### config.mk
export PLATFORM = sky130hd
export DESIGN_NAME = vpu_reduce16
export DESIGN_NICKNAME = d
export VERILOG_FILES = /design/src/rtl/vpu_reduce16.sv
export SDC_FILE = /design/constraint.sdc
export NUM_CORES = 1
export LEC_CHECK = 0
export CORE_MARGIN = 1
export CORE_UTILIZATION = 49
export CTS_BUF_LIST = sky130_fd_sc_hd__clkbuf_8
export CTS_CLUSTER_SIZE = 25
export DETAILED_ROUTE_END_ITERATION = 12
export PLACE_DENSITY_LB_ADDON = 0.2
export SYNTH_ARGS = -nofsm -noshare
export SYNTH_HDL_FRONTEND = slang
export SYNTH_SLANG_ARGS = --single-unit
export TNS_END_PERCENT = 100
### constraint.sdc
create_clock -name clk -period 2.6 [get_ports clk]
set_input_delay 0.26 -clock clk [delete_from_list [all_inputs] [get_ports clk]]
set_output_delay 0.26 -clock clk [all_outputs]
set_load 0.01 [all_outputs]
### src/rtl/vpu_reduce16.sv
// Collects one ALU lane result per cycle into per-element gt/eq masks and a scalar
// reduction (last/sum/signed max/signed min), then presents it over valid/ready.
module vpu_reduce16 #(
  parameter int unsigned VLEN_MAX = 16
) (
  input  logic                clk,
  input  logic                rst_n,
  input  logic                start,
  input  logic [4:0]          vl,
  input  logic [1:0]          red_op,
  input  logic                abort,
  input  logic                elem_valid,
  output logic                elem_ready,
  input  logic [15:0]         elem_data,
  input  logic                elem_gt,
  input  logic                elem_eq,
  output logic                res_valid,
  input  logic                res_ready,
  output logic [15:0]         res_data,
  output logic [VLEN_MAX-1:0] res_gt_mask,
  output logic [VLEN_MAX-1:0] res_eq_mask,
  output logic [4:0]          res_count,
  output logic                busy
);

  localparam int unsigned IW   = $clog2(VLEN_MAX);
  localparam logic [4:0]  VMAX = 5'(VLEN_MAX);

  typedef enum logic [1:0] {IDLE, ACCUM, DONE} state_t;

  state_t              state_q, state_d;
  logic [4:0]          vl_q, vl_d;
  logic [1:0]          op_q, op_d;
  logic [15:0]         acc_q, acc_d;
  logic [VLEN_MAX-1:0] gt_q, gt_d;
  logic [VLEN_MAX-1:0] eq_q, eq_d;
  logic [4:0]          cnt_q, cnt_d;

  logic [4:0]  vl_clamped;
  logic [15:0] identity;

  assign vl_clamped = (vl > VMAX) ? VMAX : vl;

  always_comb begin
    identity = '0;
    unique case (red_op)
      2'b10:   identity = 16'h8000;
      2'b11:   identity = 16'h7FFF;
      default: identity = '0;
    endcase
  end

  always_comb begin
    state_d = state_q;
    vl_d    = vl_q;
    op_d    = op_q;
    acc_d   = acc_q;
    gt_d    = gt_q;
    eq_d    = eq_q;
    cnt_d   = cnt_q;
    // Abort only redirects the state; datapath keeps its partial contents.
    if (abort) begin
      state_d = IDLE;
    end else begin
      unique case (state_q)
        IDLE: begin
          if (start) begin
            vl_d    = vl_clamped;
            op_d    = red_op;
            acc_d   = identity;
            gt_d    = '0;
            eq_d    = '0;
            cnt_d   = '0;
            state_d = (vl_clamped != 5'd0) ? ACCUM : DONE;
          end
        end
        ACCUM: begin
          if (elem_valid) begin
            gt_d[cnt_q[IW-1:0]] = elem_gt;
            eq_d[cnt_q[IW-1:0]] = elem_eq;
            cnt_d = cnt_q + 5'd1;
            unique case (op_q)
              2'b00: acc_d = elem_data;
              2'b01: acc_d = acc_q + elem_data;
              2'b10: if ($signed(elem_data) > $signed(acc_q)) acc_d = elem_data;
              2'b11: if ($signed(elem_data) < $signed(acc_q)) acc_d = elem_data;
              default: acc_d = acc_q;
            endcase
            if (cnt_q + 5'd1 == vl_q) state_d = DONE;
          end
        end
        DONE: begin
          if (res_ready) state_d = IDLE;
        end
        default: state_d = IDLE;
      endcase
    end
  end

  always_ff @(posedge clk or negedge rst_n) begin
    if (!rst_n) begin
      state_q <= IDLE;
      vl_q    <= '0;
      op_q    <= '0;
      acc_q   <= '0;
      gt_q    <= '0;
      eq_q    <= '0;
      cnt_q   <= '0;
    end else begin
      state_q <= state_d;
      vl_q    <= vl_d;
      op_q    <= op_d;
      acc_q   <= acc_d;
      gt_q    <= gt_d;
      eq_q    <= eq_d;
      cnt_q   <= cnt_d;
    end
  end

  assign elem_ready  = (state_q == ACCUM);
  assign res_valid   = (state_q == DONE);
  assign busy        = (state_q != IDLE);
  assign res_data    = acc_q;
  assign res_gt_mask = gt_q;
  assign res_eq_mask = eq_q;
  assign res_count   = cnt_q;

endmodule

==> results_dict.tcl <==
set metrics [dict create \
    status "finished with violations" \
    violations "negative setup slack" \
    synth_fp_nets 576 \
    critPathKind "register to register" \
    final_common_cell "clkdlybuf4s50_1" \
    reg2regPathDepth 10 \
    yosys_register_bits 62 \
    drc 0 \
    tightest_slew_ns 0.7270 \
    drt_wl_total_um 12960 \
    synth_edf_count 0 \
    grt_pass1_wl_um 20360 \
    cts_buffer_depth 2 \
    grt_pass1_vias 4367 \
    syn_inst 509 \
    n_antenna_cell 0 \
    fin_crit_ns 2.649 \
    syn_avg_cell_area_um2 8.584 \
    peakVddDrop_uv 418.4 \
    worstSetupEndpointType "register" \
    viasPerCell 5.809 \
    final_cell_mix "82 x clkdlybuf4s50_1, 73 x buf_4, 69 x nand2_1" \
    cts_sinks 62 \
    cts_tree "built" \
    grt.overflow.total 0 \
    critPathRequiredTime_ns 2.83 \
    final_layout_size_suffix_gt1_frac 0.2187 \
    syn_to_final_growth_pct 43.79 \
    hold_violations 0 \
    port_buffers 86 \
    die_area_um2 9299 \
    htreeDepth 3 \
    clkLatencyLatePin_ns 0.35 \
    grt.total_usage 0.2888 \
    crit_fanout 5 \
    whs_ns 0.4157 \
    drt_iter0_drc 250 \
    rows 34 \
    leakage_nw 2.822 \
    die_h_um 96.43 \
    grt_setup_unrepaired "yes" \
    p_per_area_nw_per_um2 735.3 \
    cts_root_buffer "clkbuf_8" \
    dpl-instance-area_um2 5783 \
    dr.pass1.iters 5 \
    cp_slowest_cell "dfrtp_1" \
    relSlewSlack 0.5135 \
    synthesis.area_um2 4369 \
    max_freq_mhz 377.5 \
    r2r_slack_ns -0.05 \
    globalplace.congestion 0.9353 \
    ys_async_sr_fraction 1.000 \
    die_width_um 96.43 \
    coreArea_um2 8678 \
    synth.yosys.seq_area_share 0.3551 \
    cap_violations 0 \
    slowest_delay_ns 0.40 \
    arrival_ns 2.88 \
    final_max_slew_viol_count 0 \
    via_count 4479 \
    wl_per_cell_um 16.80 \
    hpwl_um 9306 \
    path_clk_slew_ns 0.07 \
    min_path_type "input pin to async pin" \
    r2r_end "res_data[15]" \
    r2r-start "res_data[11]" \
    ios 87 \
    setup_ws_ns -0.04882 \
    cts_buffers 9 \
    period_share 1.019 \
    p_total_mw 4.619 \
    crit_chain "inv_2 -> ha_4 -> nand4_1 -> nor2_2 -> a22oi_2 -> nand3_2 -> or3b_4 -> a311oi_4 -> buf_6 -> mux2_4" \
    drtAntennaViolNets 0 \
    final_cell_area_um2 6282 \
    synth_cell_types 57 \
    grt_start_max_net_pins 23 \
    cp-start-kind "register" \
    ys.flop_type "dfrtp_1" \
    yosysWarnings 0 \
    num-nets-final 725 \
    setup_viol 10 \
    initial_core_util 0.5035 \
    skew_ns 0.006999 \
    antenna_found_initial 0 \
]
through the flow:
step | setup WS [ns] | utilization | std cells | TNS [ns]
floorplan | -0.1061 | - | 509 | -0.1061
global placement | -0.3653 | 0.6664 | 749 | -5.270
detailed placement | -0.4974 | 0.6664 | 749 | -7.470
CTS | -0.007827 | 0.7140 | 770 | -0.01220
global route | -0.1373 | 0.7239 | 771 | -1.800
finish | -0.04882 | 0.7239 | 771 | -0.2885
sequential cells by signal, indices dropped and copies added, names as in the netlist:
name	flops
res_gt_mask	16
res_eq_mask	16
op_q	2
vl_q	5
res_count	5
res_data	16
state_q	2
cells by family after synthesis:
| logic type | Yosys count | share of synthesized area |
|---|---|---|
| AND/OR/NAND/NOR | 165 | 0.1830 |
| AO/OA/AOI/OAI | 146 | 0.2085 |
| buffers and inverters | 63 | 0.06443 |
| flip-flops | 62 | 0.3551 |
| adder cells (fa/ha/maj) | 36 | 0.1048 |
| multiplexers | 22 | 0.05412 |
| XOR/XNOR | 15 | 0.03007 |
critical path, delay by kind of cell, from the launching register on:
kind	cells	cell delay [ns]
AND/OR/NAND/NOR	4	0.83
adder cells (fa/ha/maj)	1	0.21
flip-flops	1	0.40
buffers and inverters	2	0.27
multiplexers	1	0.30
AO/OA/AOI/OAI	2	0.52
power breakdown:
group          switching [mW]  total, mW  internal [mW]
clock network           0.429      0.873          0.444
registers               0.101       1.19           1.09
logic                    1.26       2.55           1.29
total                    1.79       4.62           2.83
final cells by class:
class | count | area (µm²)
Clock buffer | 9 | 123.9
Clock inverter | 7 | 72.57
Fill cell | 654 | 2396
Inverter | 34 | 127.6
Multi-Input combinational cell | 384 | 2775
Sequential cell | 62 | 1551
Tap cell | 108 | 135.1
Timing Repair Buffer | 167 | 1496
cell usage after synthesis, types with 10 or more instances:
master / n / area [µm²]
inv_1: 34 / 127.6
a21oi_1: 35 / 175.2
nand2_1: 70 / 262.8
ha_1: 35 / 437.9
dfrtp_1: 62 / 1551
mux2i_1: 12 / 120.1
clkbuf_1: 18 / 67.56
nor2b_1: 10 / 62.56
o21ai_0: 63 / 315.3
nor2_1: 23 / 86.33
nand3_1: 15 / 75.07
routing by layer:
metal  up-vias  GRT usage  wire [µm]
met5         -          0          0
met4         0     0.1201        416
met2       197     0.4657       6054
met3        40    0.05712        880
met1      2148     0.3794       5605
li1       2094          -          -
repair_timing:
action / 4_1_cts / 5_1_grt
setup buffers: 4 / 1
hold buffers: 1 / 0
endpoints found under the setup margin: 16 / 16
hold endpoints to repair: 19 / 0
pin swaps: 7 / 2
resized for setup: 22 / 23
worst max path at each step:
stage	startpoint	end	cells past startpoint
finish	res_data[11]	res_data[15]	10
global route	elem_data[9]	res_data[10]	10
CTS	res_data[11]	res_data[8]	10
detailed placement	elem_data[14]	res_data[15]	11
global placement	elem_data[11]	res_data[0]	10
floorplan	res_data[9]	res_data[0]	11
Note: power is estimated with default switching activity, not from simulation.
